$ cat src/rtl/reg_port_ctrl_pkg.sv
`default_nettype none
// ============================================================================
//  Module      : reg_port_ctrl_pkg
//  Description : Shared constants for the reg_data port controller: default
//                data/address widths, response FSM encoding and requester
//                indices.
//  Revision    : 1.0 - initial release
// ============================================================================
package reg_port_ctrl_pkg;

    // Keep BIT_DATA in step with the reg_data register file data width.
    localparam int BIT_DATA    = 8;
    localparam int SZB_DEFAULT = 4;

    // Response FSM encoding.
    localparam int              ST_W    = 2;
    localparam logic [ST_W-1:0] ST_IDLE = 2'd0;
    localparam logic [ST_W-1:0] ST_BUSY = 2'd1;
    localparam logic [ST_W-1:0] ST_HOLD = 2'd2;

    // Writeback requester indices.
    localparam logic REQ_ALU  = 1'b0;
    localparam logic REQ_LOAD = 1'b1;

endpackage : reg_port_ctrl_pkg
`default_nettype wire

$ cat src/rtl/reg_port_ctrl_rr_arb2.sv
`default_nettype none
// ============================================================================
//  Module      : rr_arb2
//  Description : Two-input round-robin arbiter. The last granted index is
//                held in r_last; on contention the other requester wins.
//                Grants are forced low while reset is asserted.
//  Revision    : 1.0 - initial release
// ============================================================================
module rr_arb2
    import reg_port_ctrl_pkg::*;
(
    input  logic clk,
    input  logic rst,
    input  logic i_req0,
    input  logic i_req1,
    output logic o_gnt0,
    output logic o_gnt1
);

    logic r_last;
    logic w_gnt0;
    logic w_gnt1;

    // Grant a lone requester; on contention grant the one not served last.
    always_comb begin
        w_gnt0 = 1'b0;
        w_gnt1 = 1'b0;
        if (!rst) begin
            w_gnt0 = i_req0 && (!i_req1 || (r_last == REQ_LOAD));
            w_gnt1 = i_req1 && (!i_req0 || (r_last == REQ_ALU));
        end
    end

    // Remember the last winner; idle cycles leave it untouched.
    always_ff @(posedge clk or posedge rst) begin
        if (rst) begin
            r_last <= REQ_LOAD;
        end else if (w_gnt0 || w_gnt1) begin
            r_last <= w_gnt1 ? REQ_LOAD : REQ_ALU;
        end
    end

    assign o_gnt0 = w_gnt0;
    assign o_gnt1 = w_gnt1;

endmodule : rr_arb2
`default_nettype wire

$ cat src/rtl/reg_port_ctrl.sv
`default_nettype none
// ============================================================================
//  Module      : reg_port_ctrl
//  Description : Port sequencer for the reg_data register file. Arbitrates
//                two writeback requesters onto the single write port, stalls
//                reads that collide with the in-flight write, and returns the
//                1-cycle registered read data through a valid/ready response
//                backed by a one-entry skid buffer.
//  Revision    : 1.0 - initial release
// ============================================================================
module reg_port_ctrl
    import reg_port_ctrl_pkg::*;
#(
    parameter int BIT = BIT_DATA,
    parameter int SZB = SZB_DEFAULT
) (
    input  logic           clock,
    input  logic           reset,
    input  logic           wr0_valid,
    input  logic [SZB-1:0] wr0_addr,
    input  logic [BIT-1:0] wr0_data,
    output logic           wr0_ready,
    input  logic           wr1_valid,
    input  logic [SZB-1:0] wr1_addr,
    input  logic [BIT-1:0] wr1_data,
    output logic           wr1_ready,
    input  logic           rd_valid,
    input  logic [SZB-1:0] rd_addr0,
    input  logic [SZB-1:0] rd_addr1,
    output logic           rd_ready,
    output logic           resp_valid,
    input  logic           resp_ready,
    output logic [BIT-1:0] resp_data0,
    output logic [BIT-1:0] resp_data1,
    output logic           rf_we,
    output logic [SZB-1:0] rf_addr_rd,
    output logic [BIT-1:0] rf_rd,
    output logic [SZB-1:0] rf_addr_rs0,
    output logic [SZB-1:0] rf_addr_rs1,
    input  logic [BIT-1:0] rf_rs0,
    input  logic [BIT-1:0] rf_rs1
);

    logic            w_gnt0;
    logic            w_gnt1;
    logic            w_hz;
    logic            w_rd_ready;
    logic            w_skid_load;
    logic [ST_W-1:0] r_state;
    logic [ST_W-1:0] w_state_nxt;
    logic [BIT-1:0]  r_skid0;
    logic [BIT-1:0]  r_skid1;

    rr_arb2 u_arb (
        .clk    (clock),
        .rst    (reset),
        .i_req0 (wr0_valid),
        .i_req1 (wr1_valid),
        .o_gnt0 (w_gnt0),
        .o_gnt1 (w_gnt1)
    );

    // Steer the granted requester onto the write port; idle port reads zero.
    always_comb begin
        rf_we      = w_gnt0 || w_gnt1;
        rf_addr_rd = '0;
        rf_rd      = '0;
        if (w_gnt1) begin
            rf_addr_rd = wr1_addr;
            rf_rd      = wr1_data;
        end else if (w_gnt0) begin
            rf_addr_rd = wr0_addr;
            rf_rd      = wr0_data;
        end
    end

    assign wr0_ready = w_gnt0;
    assign wr1_ready = w_gnt1;

    // A read touching the register being written this cycle would see the
    // old value, so it is held off until the write has landed.
    assign w_hz = rf_we && ((rf_addr_rd == rd_addr0) || (rf_addr_rd == rd_addr1));

    // Response FSM: next state, read acceptance and response outputs.
    always_comb begin
        w_state_nxt = r_state;
        w_rd_ready  = 1'b0;
        w_skid_load = 1'b0;
        resp_valid  = 1'b0;
        resp_data0  = '0;
        resp_data1  = '0;
        case (r_state)
            ST_IDLE: begin
                w_rd_ready = !w_hz;
                if (rd_valid && !w_hz) begin
                    w_state_nxt = ST_BUSY;
                end
            end
            ST_BUSY: begin
                resp_valid = 1'b1;
                resp_data0 = rf_rs0;
                resp_data1 = rf_rs1;
                if (resp_ready) begin
                    w_rd_ready  = !w_hz;
                    w_state_nxt = (rd_valid && !w_hz) ? ST_BUSY : ST_IDLE;
                end else begin
                    w_skid_load = 1'b1;
                    w_state_nxt = ST_HOLD;
                end
            end
            ST_HOLD: begin
                resp_valid = 1'b1;
                resp_data0 = r_skid0;
                resp_data1 = r_skid1;
                if (resp_ready) begin
                    w_state_nxt = ST_IDLE;
                end
            end
            default: begin
                w_state_nxt = ST_IDLE;
            end
        endcase
        // Everything reads zero while reset is held, not just after the edge.
        if (reset) begin
            w_rd_ready  = 1'b0;
            w_skid_load = 1'b0;
            resp_valid  = 1'b0;
            resp_data0  = '0;
            resp_data1  = '0;
        end
    end

    assign rd_ready    = w_rd_ready;
    assign rf_addr_rs0 = w_rd_ready ? rd_addr0 : '0;
    assign rf_addr_rs1 = w_rd_ready ? rd_addr1 : '0;

    // Response FSM state register.
    always_ff @(posedge clock or posedge reset) begin
        if (reset) begin
            r_state <= ST_IDLE;
        end else begin
            r_state <= w_state_nxt;
        end
    end

    // Skid buffer: snapshot file outputs when a fresh response is refused.
    always_ff @(posedge clock or posedge reset) begin
        if (reset) begin
            r_skid0 <= '0;
            r_skid1 <= '0;
        end else if (w_skid_load) begin
            r_skid0 <= rf_rs0;
            r_skid1 <= rf_rs1;
        end
    end

endmodule : reg_port_ctrl
`default_nettype wire

$ cat config.mk
export PLATFORM = sky130hd
export DESIGN_NAME = reg_port_ctrl
export DESIGN_NICKNAME = d
export VERILOG_FILES = /design/src/rtl/reg_port_ctrl_pkg.sv /design/src/rtl/reg_port_ctrl_rr_arb2.sv /design/src/rtl/reg_port_ctrl.sv
export SDC_FILE = /design/constraint.sdc
export NUM_CORES = 1
export LEC_CHECK = 0
export CORE_MARGIN = 1.5
export CORE_UTILIZATION = 36
export CTS_CLUSTER_DIAMETER = 120
export DETAILED_ROUTE_END_ITERATION = 16
export HOLD_SLACK_MARGIN = 0.05
export PLACE_DENSITY = 0.81
export SLEW_MARGIN = 20
export SYNTH_ARGS = -nofsm -noshare
export SYNTH_HDL_FRONTEND = slang
export SYNTH_HIERARCHICAL = 1
export SYNTH_SLANG_ARGS = --single-unit
$ cat constraint.sdc
create_clock -name clock -period 3.02 [get_ports clock]
set_clock_uncertainty 0.05 [all_clocks]
set_input_delay 0.453 -clock clock [delete_from_list [all_inputs] [get_ports clock]]
set_output_delay 0.453 -clock clock [all_outputs]
set_load 0.05 [all_outputs]
==> results.cfg, run 1 <==
[outcome]
status = finished, violations left
violations = negative setup slack

[synth]
synth_seq_cells = 19
yosysTopAreaCell = dfrtp_1
synth_common_cells = dfrtp_1, nor2_1, a22oi_1, mux2_2
synth-async-reset-ratio_pct = 100
ys_types = 32
synth_area_leaders = dfrtp_1, mux2_2, a22oi_1
synth-edff-count = 0
synth_flop_cell = dfrtp_1
syn-cell-area_um2 = 1410
syn_inst = 148
yosys_warnings = 6
postSynthAreaPerCell_um2 = 9.53
yosysTopAreaCellShare_pct = 31.9
ys_seq_area_share_pct = 33.8
synth.net_count = 205
post-synth-top-count-cell = dfrtp_1

[route]
drtAntennaViolNets = 0
vias = 1714
via_per_inst = 5.46
avgRoutedWirePerCell_um = 21.3
drc = 0
dr.pass1.iters = 4
drt-initial-drc-count = 102
wirelength_um = 6690

[power]
finalPower_uw = 1950
p_sw_share_pct = 44.3
power_switching_uw = 864
p_int_uw = 1090
peakVddDrop_uv = 673
clkPwrFrac_pct = 9.5
seqPwrFrac_pct = 23.4
comb_power_share_pct = 67.1
powerDensity_nw_per_um2 = 614
power_leakage_uw = 0.00135

[cells_and_area]
layout.cells.non_filler = 314
fin_nets = 324
area.growth.synth_to_final_pct = 125
drive_gt1_share_pct = 49.6
antenna_cells = 0

[hold_path]
hold_class = input port to async pin

[place]
dp_slack_ns = -0.210
place_inst = 294
routabilityCongestion = 0.767
hpwl_um = 3730
placement.io_buffers = 94

[clock_network]
clock_latency_ns = 0.27
clkSinkCount = 19
tritoncts = yes
cts_buffers = 3
ctsRootBufferMaster = clkbuf_8
cts_hold_buf = 0
clk_pin_slew_ns = 0.07
h-tree-depth = 1
clockBufferDepth = 2

[die]
dieWidth_um = 65.6
rows = 22
die_h_um = 65.6
pin_count = 95
start_util_pct = 37.9
core_um2 = 3720
die_area_um2 = 4300

[timing]
slew_headroom_pct = 54.5
drv_slew = 0
worst_slack_ns = -0.130
setup_violations = 9
fin_crit_ns = 3.15
tightest_slew_ns = 0.680
finalHoldViolCount = 0
holdWs_ns = 0.448
setup_tns_ns = -0.941
fmax_ghz = 0.317
fin_crit_sh_pct = 104
rsz0062_at_grt = yes

[global_routing]
grt_pass1_wl_um = 8910
grt_start_max_net_pins = 20
grt_pass1_vias = 1707
antenna_found_initial = 0
grt_overflow = 0
gr-usage-all-layers_pct = 28.2

[worst_setup_path]
critical_path_class = flop to output pin
cp-end-kind = output pin
worst-path-max-fanout = 5
cp-start-kind = flop
crit_required_ns = 2.52
cp.arrival_ns = 2.65

[flow_run]
drv_cap = 0
[cell type report]
class | count | area (µm²)
sequential | 19 | 477
inverter | 8 | 30.0
clock inverter | 1 | 5.00
multi-input combinational | 112 | 1060
clock buffer | 3 | 41.3
fill | 178 | 538
timing repair buffer | 123 | 1500
tap | 48 | 60.1
[timing repair]
item,4_1_cts,5_1_grt
endpoints found under the setup margin,9,9
pin swaps,15,13
setup buffers,7,8
gates resized for setup,24,15
gates cloned,2,0
[registers in the layout, summed over array words and instances, names as in the netlist]
name	cells
r_skid1	8
u_arb/r_last	1
r_state	2
r_skid0	8
[power by group through the flow]
stage / clock (µW) / combinational [µW] / sequential, µW
2_1_floorplan: 0 / 693 / 428
3_3_place_gp: 0 / 1180 / 439
3_5_place_dp: 0 / 1200 / 452
4_1_cts: 184 / 1250 / 447
5_1_grt: 199 / 1370 / 467
6_report: 185 / 1310 / 457
[worst paths after layout]
path,from,endpoint,slack [ns],cells past startpoint
max,u_arb/r_last,rf_addr_rs1[0],-0.13,11
min,reset,u_arb/r_last,0.45,3
max reg2reg,u_arb/r_last,r_state[1],0.28,13
min reg2reg,r_skid0[6],r_skid0[6],0.46,1
max in group asynchronous,reset,r_skid1[0],2.22,4
min in group clock,r_skid0[6],r_skid0[6],0.46,1
[stage by stage]
stage	util, %	cell area (µm²)
5_1_grt	85.5	3180
6_report	85.5	3180
4_1_cts	81.6	3030
3_5_place_dp	76.3	2840
3_3_place_gp	76.3	2840
2_1_floorplan	-	1480
[worst max-delay path, stage by stage, from the launching register on]
cell and delay (ns):
dfstp_2 0.59, inv_2 0.06, a21boi_4 0.22, buf_6 0.15
nand2_4 0.05, o21ai_4 0.24, xor2_2 0.23, nor4_4 0.06
buf_4 0.16, o21ai_4 0.23, and3_4 0.25, buf_12 0.14
[cells by family (layout without fill, tap and decap cells)]
logic type / after synthesis / after routing / synth area share [%]
AO/OA/AOI/OAI: 37 / 38 / 20.6
XOR/XNOR: 8 / 8 / 4.97
adder cells (fa/ha/maj): 3 / 3 / 2.66
buffers and inverters: 18 / 135 / 6.57
flip-flops: 19 / 19 / 33.8
multiplexers: 17 / 17 / 13.5
AND/OR/NAND/NOR: 46 / 46 / 17.9
[layer usage]
layer  part of all wire [%]  up-vias  global-route usage (%)
met5                      0        -                       0
met4                    5.8        0                    12.8
met3                    6.1       30                    6.68
met2                     52       84                    50.8
met1                     36      838                    31.1
li1                       -      762                       -
[placed cells by master (no fill, tap or decap), types with 2 or more instances in the layout]
master,instances
xor2_1,2
xor2_2,6
mux2_2,16
a22oi_1,16
inv_1,7
buf_6,4
nor2_1,17
nand2_4,4
nand2_2,4
and3_4,8
dlygate4sd2_1,2
a21oi_1,2
buf_12,33
nor4_4,2
buf_4,32
dfrtp_1,18
o21ai_4,6
clkbuf_8,3
clkdlybuf4s50_1,50
nand2_1,2
ha_1,3
a31oi_1,2
a22o_1,8
No activity file was read; power rests on OpenSTA's default activity.
==> run 2: changes to the inputs <==
--- a/config.mk
+++ b/config.mk
@@ -10,7 +10,7 @@
 export CTS_CLUSTER_DIAMETER = 120
 export DETAILED_ROUTE_END_ITERATION = 16
 export HOLD_SLACK_MARGIN = 0.05
-export PLACE_DENSITY = 0.81
+export PLACE_DENSITY = 0.91
 export SLEW_MARGIN = 20
 export SYNTH_ARGS = -nofsm -noshare
 export SYNTH_HDL_FRONTEND = slang
==> run 2 against run 1 <==
The run still ends with negative setup slack left; design area shrank 2.4%; setup slack better by 0.052 ns; utilization is 2.1 points lower; flip-flop and latch count unchanged; first-iteration DRC count shrank 53%; combinational power about the same; largest cell class unchanged.
==> results.cfg, run 2 (same netlist as run 1, synthesis figures left out) <==
[outcome]
status = finished, violations left
violations = negative setup slack

[worst_setup_path]
rr_endpoint = r_state[1]
crit_required_ns = 2.52
r2r_cells = 12
r2r_slack_ns = 0.31
worstPathCellList = inv_2 > a21boi_4 > nand2_2 > o21ai_4 > xor2_2 > nor4_4 > buf_4 > o21ai_4 > and3_4 > buf_12
worst-path-max-fanout = 6
cp.arrival_ns = 2.59
cp-end-kind = output pin
cp-start-kind = flop
slowest_stage = dfstp_2
r2r_start = u_arb/r_last
crit_start = u_arb/r_last
cp_common_cell = o21ai_4
max_stage_delay_ns = 0.58
cp-endpoint = rf_addr_rs1[2]
critical_path_class = flop to output pin

[cells_and_area]
final_cell_mix = clkdlybuf4s50_1, buf_4, buf_12, dfrtp_1, nor2_1
antenna_cells = 0
reg.largest.list = r_skid0 x8, r_skid1 x8, r_state x2
area.growth.synth_to_final_pct = 120
drive_gt1_share_pct = 49.2
fin_nets = 322
layout.cells.most_common = clkdlybuf4s50_1
fillerInstances = 190
final_design_area_no_fill_um2 = 3100

[hold_path]
hold_class = input port to async pin

[die]
rows = 22
pin_count = 95
dieWidth_um = 65.6
die_h_um = 65.6
start_util_pct = 37.9
die_area_um2 = 4300
core_um2 = 3720

[clock_network]
h-tree-depth = 1
clk_pin_slew_ns = 0.07
tritoncts = yes
clock_latency_ns = 0.26
clockBufferDepth = 2
ctsRootBufferMaster = clkbuf_8
clkSinkCount = 19
cts_hold_buf = 0
cts_buffers = 3

[route]
vias = 1718
wirelength_um = 6190
drt-initial-drc-count = 48
drtAntennaViolNets = 0
dr.pass1.iters = 4
avgRoutedWirePerCell_um = 19.8
drc = 0
via_per_inst = 5.51

[place]
routabilityCongestion = 0.818
dp_slack_ns = -0.297
place_area_um2 = 2840
placement.io_buffers = 94
hpwl_um = 4230

[timing]
fin_crit_sh_pct = 103
slew_headroom_pct = 56.3
worst_slack_ns = -0.0778
fmax_ghz = 0.323
finalHoldViolCount = 0
tightest_slew_ns = 0.654
fin_crit_ns = 3.10
drv_slew = 0
rsz0062_at_grt = yes
setup_violations = 9

[global_routing]
grt_pass1_vias = 1775
grt_pass1_wl_um = 9050
antenna_found_initial = 0
grt_start_max_net_pins = 20
gr-usage-all-layers_pct = 28.1
grt_overflow = 0

[power]
p_sw_share_pct = 43.6
powerDensity_nw_per_um2 = 615
peakVddDrop_uv = 529
seqPwrFrac_pct = 23.8
power_switching_uw = 830
clkPwrFrac_pct = 9.3
comb_power_share_pct = 66.9
p_int_uw = 1080
power_leakage_uw = 0.00130

[flow_run]
drv_cap = 0
==> run 2: changes by cell type in the layout (fill, tap and decap cells not counted) <==
cell and delta:
nand2_4 -3, nor4_2 +1, and2_4 -1, nand2_1 +1, clkbuf_2 +1, dlygate4sd2_1 -1
buf_16 -1, and2_2 +1, buf_6 -3, nor4_4 -1, buf_4 +2, nand2_2 +2
==> run 2: layer usage <==
layer | up-vias | share of wire, % | GRT usage (%)
met5 | - | 0 | 0
met4 | 0 | 7.5 | 18.0
met3 | 36 | 4.6 | 4.62
met2 | 83 | 55 | 51.4
met1 | 840 | 33 | 29.5
li1 | 759 | - | -
==> run 2: what timing repair did <==
item / CTS / global route
setup endpoints to repair: 9 / 9
pin swaps: 9 / 16
gates cloned: 1 / 0
setup buffers: 10 / 5
gates resized for setup: 25 / 6
endpoints found under the hold margin: 0 / 0
==> run 2: power by group through the flow <==
stage / registers [µW] / logic, µW / clock network [µW]
floorplan: 428 / 693 / 0
global placement: 438 / 1180 / 0
detailed placement: 452 / 1210 / 0
CTS: 450 / 1260 / 178
global route: 465 / 1350 / 192
finish: 453 / 1280 / 178
==> run 2: through the flow <==
stage / cells / TNS, ns / hold WS [ns] / util, % / power (µW)
final: 312 / -0.383 / 0.418 / 83.4 / 1910
after global routing: 312 / -0.970 / 0.439 / 83.4 / 2000
after CTS: 308 / 0 / 0.415 / 82.3 / 1890
after detailed placement: 294 / -2.48 / 0.448 / 76.3 / 1670
after global placement: 294 / -0.954 / 0.440 / 76.3 / 1610
after floorplan: 148 / -0.309 / 0.293 / - / 1120
==> run 2: cell type report <==
cell class	count	area, µm²	share of cell area (%)
Clock inverter	1	5.00	0.161
Inverter	8	30.0	0.969
Sequential cell	19	477	15.4
Timing Repair Buffer	121	1450	46.9
Clock buffer	3	41.3	1.33
Multi-Input combinational cell	112	1030	33.4
Tap cell	48	60.1	1.94
==> run 2: how the worst min path moves through the flow <==
stage,start,endpoint
after floorplan,reset,u_arb/r_last
after global placement,r_skid1[5],r_skid1[5]
after detailed placement,r_skid1[6],r_skid1[6]
after CTS,reset,u_arb/r_last
after global routing,reset,u_arb/r_last
final,reset,u_arb/r_last
==> run 2: critical path, delay by kind of cell, from the launching register on <==
family | cells | cell delay, ns
compound gates | 3 | 0.71
xor+xnor | 1 | 0.24
simple gates | 3 | 0.45
flops | 1 | 0.58
buf+inv | 3 | 0.35
==> run 3: changes to the inputs <==
--- a/config.mk
+++ b/config.mk
@@ -11,6 +11,7 @@
 export DETAILED_ROUTE_END_ITERATION = 16
 export HOLD_SLACK_MARGIN = 0.05
 export PLACE_DENSITY = 0.91
+export SKIP_CTS_REPAIR_TIMING = 1
 export SLEW_MARGIN = 20
 export SYNTH_ARGS = -nofsm -noshare
 export SYNTH_HDL_FRONTEND = slang
==> run 3 against run 2 <==
The run still ends with negative setup slack left; via count is 5.0% lower; setup slack improved by 0.031 ns; sequential share of layout area rose by 0.12 points; critical path type unchanged; highest routed layer unchanged.
==> results.cfg, run 3 (same netlist as run 1, synthesis figures left out) <==
[worst_setup_path]
crit_buf_inv = 2
crit_required_ns = 2.52
r2r_start = u_arb/r_last
rr_endpoint = r_state[1]
r2r_cells = 10
max_stage_delay_ns = 0.59
cp-end-kind = output pin
cp.arrival_ns = 2.56
worstPathCellList = inv_2 > a21boi_4 > nand2_2 > o21ai_4 > xor2_1 > nor4_4 > o21ai_2 > and3_4 > buf_12
cp-start-kind = flop
r2r_slack_ns = 0.41
worst-path-max-fanout = 6
cp_top_family = compound AO/OA/AOI/OAI gates
critical_path_class = flop to output pin
slowest_stage = dfstp_2

[cells_and_area]
fin_nets = 316
layout.cells.most_common = clkdlybuf4s50_1
multi_input_area_um2 = 1030
reg.largest.list = r_skid0 x8, r_skid1 x8, r_state x2
drive_gt1_share_pct = 47.7
final_cell_mix = clkdlybuf4s50_1, buf_12, buf_4, dfrtp_1, nor2_1
seqCellArea_um2 = 477
fillerInstances = 193
area.growth.synth_to_final_pct = 118

[timing]
worst_slack_ns = -0.0468
rsz0062_at_grt = yes
fin_crit_sh_pct = 102
slew_headroom_pct = 52.6
setup_violations = 8
fmax_ghz = 0.326
fin_crit_ns = 3.07
drv_slew = 0
tightest_slew_ns = 0.709
finalHoldViolCount = 0
holdWs_ns = 0.376

[power]
powerDensity_nw_per_um2 = 617
p_int_uw = 1080
power_leakage_uw = 0.00129
p_sw_share_pct = 43.3
seqPwrFrac_pct = 23.9
comb_power_share_pct = 66.7
peakVddDrop_uv = 536
power_switching_uw = 822
clkPwrFrac_pct = 9.4

[die]
dieWidth_um = 65.6
core_um2 = 3720
rows = 22
start_util_pct = 37.9
pin_count = 95
die_area_um2 = 4300
die_h_um = 65.6

[place]
placement.io_buffers = 94
hpwl_um = 4230
routabilityCongestion = 0.818
dp_slack_ns = -0.297

[route]
via_per_inst = 5.32
wirelength_um = 5720
vias = 1632
drtAntennaViolNets = 0
drt-initial-drc-count = 66
drc = 0
avgRoutedWirePerCell_um = 18.6
dr.pass1.iters = 5

[clock_network]
clk_pin_slew_ns = 0.07
clkSinkCount = 19
clockBufferDepth = 2
cts_buffers = 3
clock_latency_ns = 0.26
tritoncts = yes
h-tree-depth = 1
ctsRootBufferMaster = clkbuf_8

[hold_path]
hold_class = input port to async pin

[outcome]
status = finished, violations left
violations = negative setup slack

[global_routing]
grt_start_max_net_pins = 20
gr-usage-all-layers_pct = 25.5
grt_overflow = 0
grt_pass1_vias = 1685
grt_pass1_wl_um = 8310
antenna_found_initial = 1

[flow_run]
drv_cap = 0
==> run 3: power groups by stage <==
stage          Clock, µW  Sequential (µW)  Combinational [µW]
6_report             178              453                1270
5_1_grt              192              465                1340
4_1_cts              178              450                1220
3_5_place_dp           0              452                1210
3_3_place_gp           0              438                1180
2_1_floorplan          0              428                 693
==> run 3: how the worst max path moves through the flow <==
| stage | start | end | slack (ns) | cells past startpoint |
|---|---|---|---|---|
| after CTS | wr0_valid | rf_addr_rs1[2] | -0.30 | 10 |
| after global placement | wr0_valid | rf_addr_rs1[3] | -0.11 | 10 |
| after detailed placement | wr0_valid | rf_addr_rs1[2] | -0.30 | 10 |
| after floorplan | u_arb/r_last | rf_addr_rs0[0] | -0.04 | 9 |
| after global routing | u_arb/r_last | rf_addr_rs1[2] | -0.13 | 9 |
| final | u_arb/r_last | rf_addr_rs1[3] | -0.05 | 9 |
==> run 3: metal layers <==
| metal | vias to the layer above | global-route usage (%) | share of wire, % |
|---|---|---|---|
| met2 | 64 | 47.6 | 57 |
| met4 | 0 | 14.3 | 6.1 |
| met3 | 22 | 3.25 | 4.1 |
| li1 | 745 | - | - |
| met1 | 801 | 27.5 | 33 |
| met5 | - | 0 | 0 |
==> run 3: metrics by stage <==
step,util [%],TNS (ns),cell area (µm²),cells,power (µW)
detailed placement,76.3,-2.48,2840,294,1670
global placement,76.3,-0.954,2840,294,1610
CTS,77.5,-2.47,2880,298,1850
finish,82.8,-0.256,3080,307,1900
global route,82.8,-0.862,3080,307,2000
floorplan,-,-0.309,1480,148,1120
==> run 3: worst register-to-register path: stages (launching register included) <==
cell	delay, ns
dfstp_2	0.59
inv_2	0.06
a21boi_4	0.26
nand2_2	0.11
o21ai_4	0.24
xor2_2	0.13
nor4_4	0.37
o21ai_2	0.16
buf_4	0.18
a211o_1	0.31
o211ai_2	0.07
==> run 3: layout make-up <==
cell class	count	area share [%]
antenna	1	0.0813
clock buffer	3	1.34
clock inverter	1	0.163
inverter	8	0.976
multi-input combinational	112	33.6
sequential	19	15.5
tap	48	1.95
timing repair buffer	115	46.4
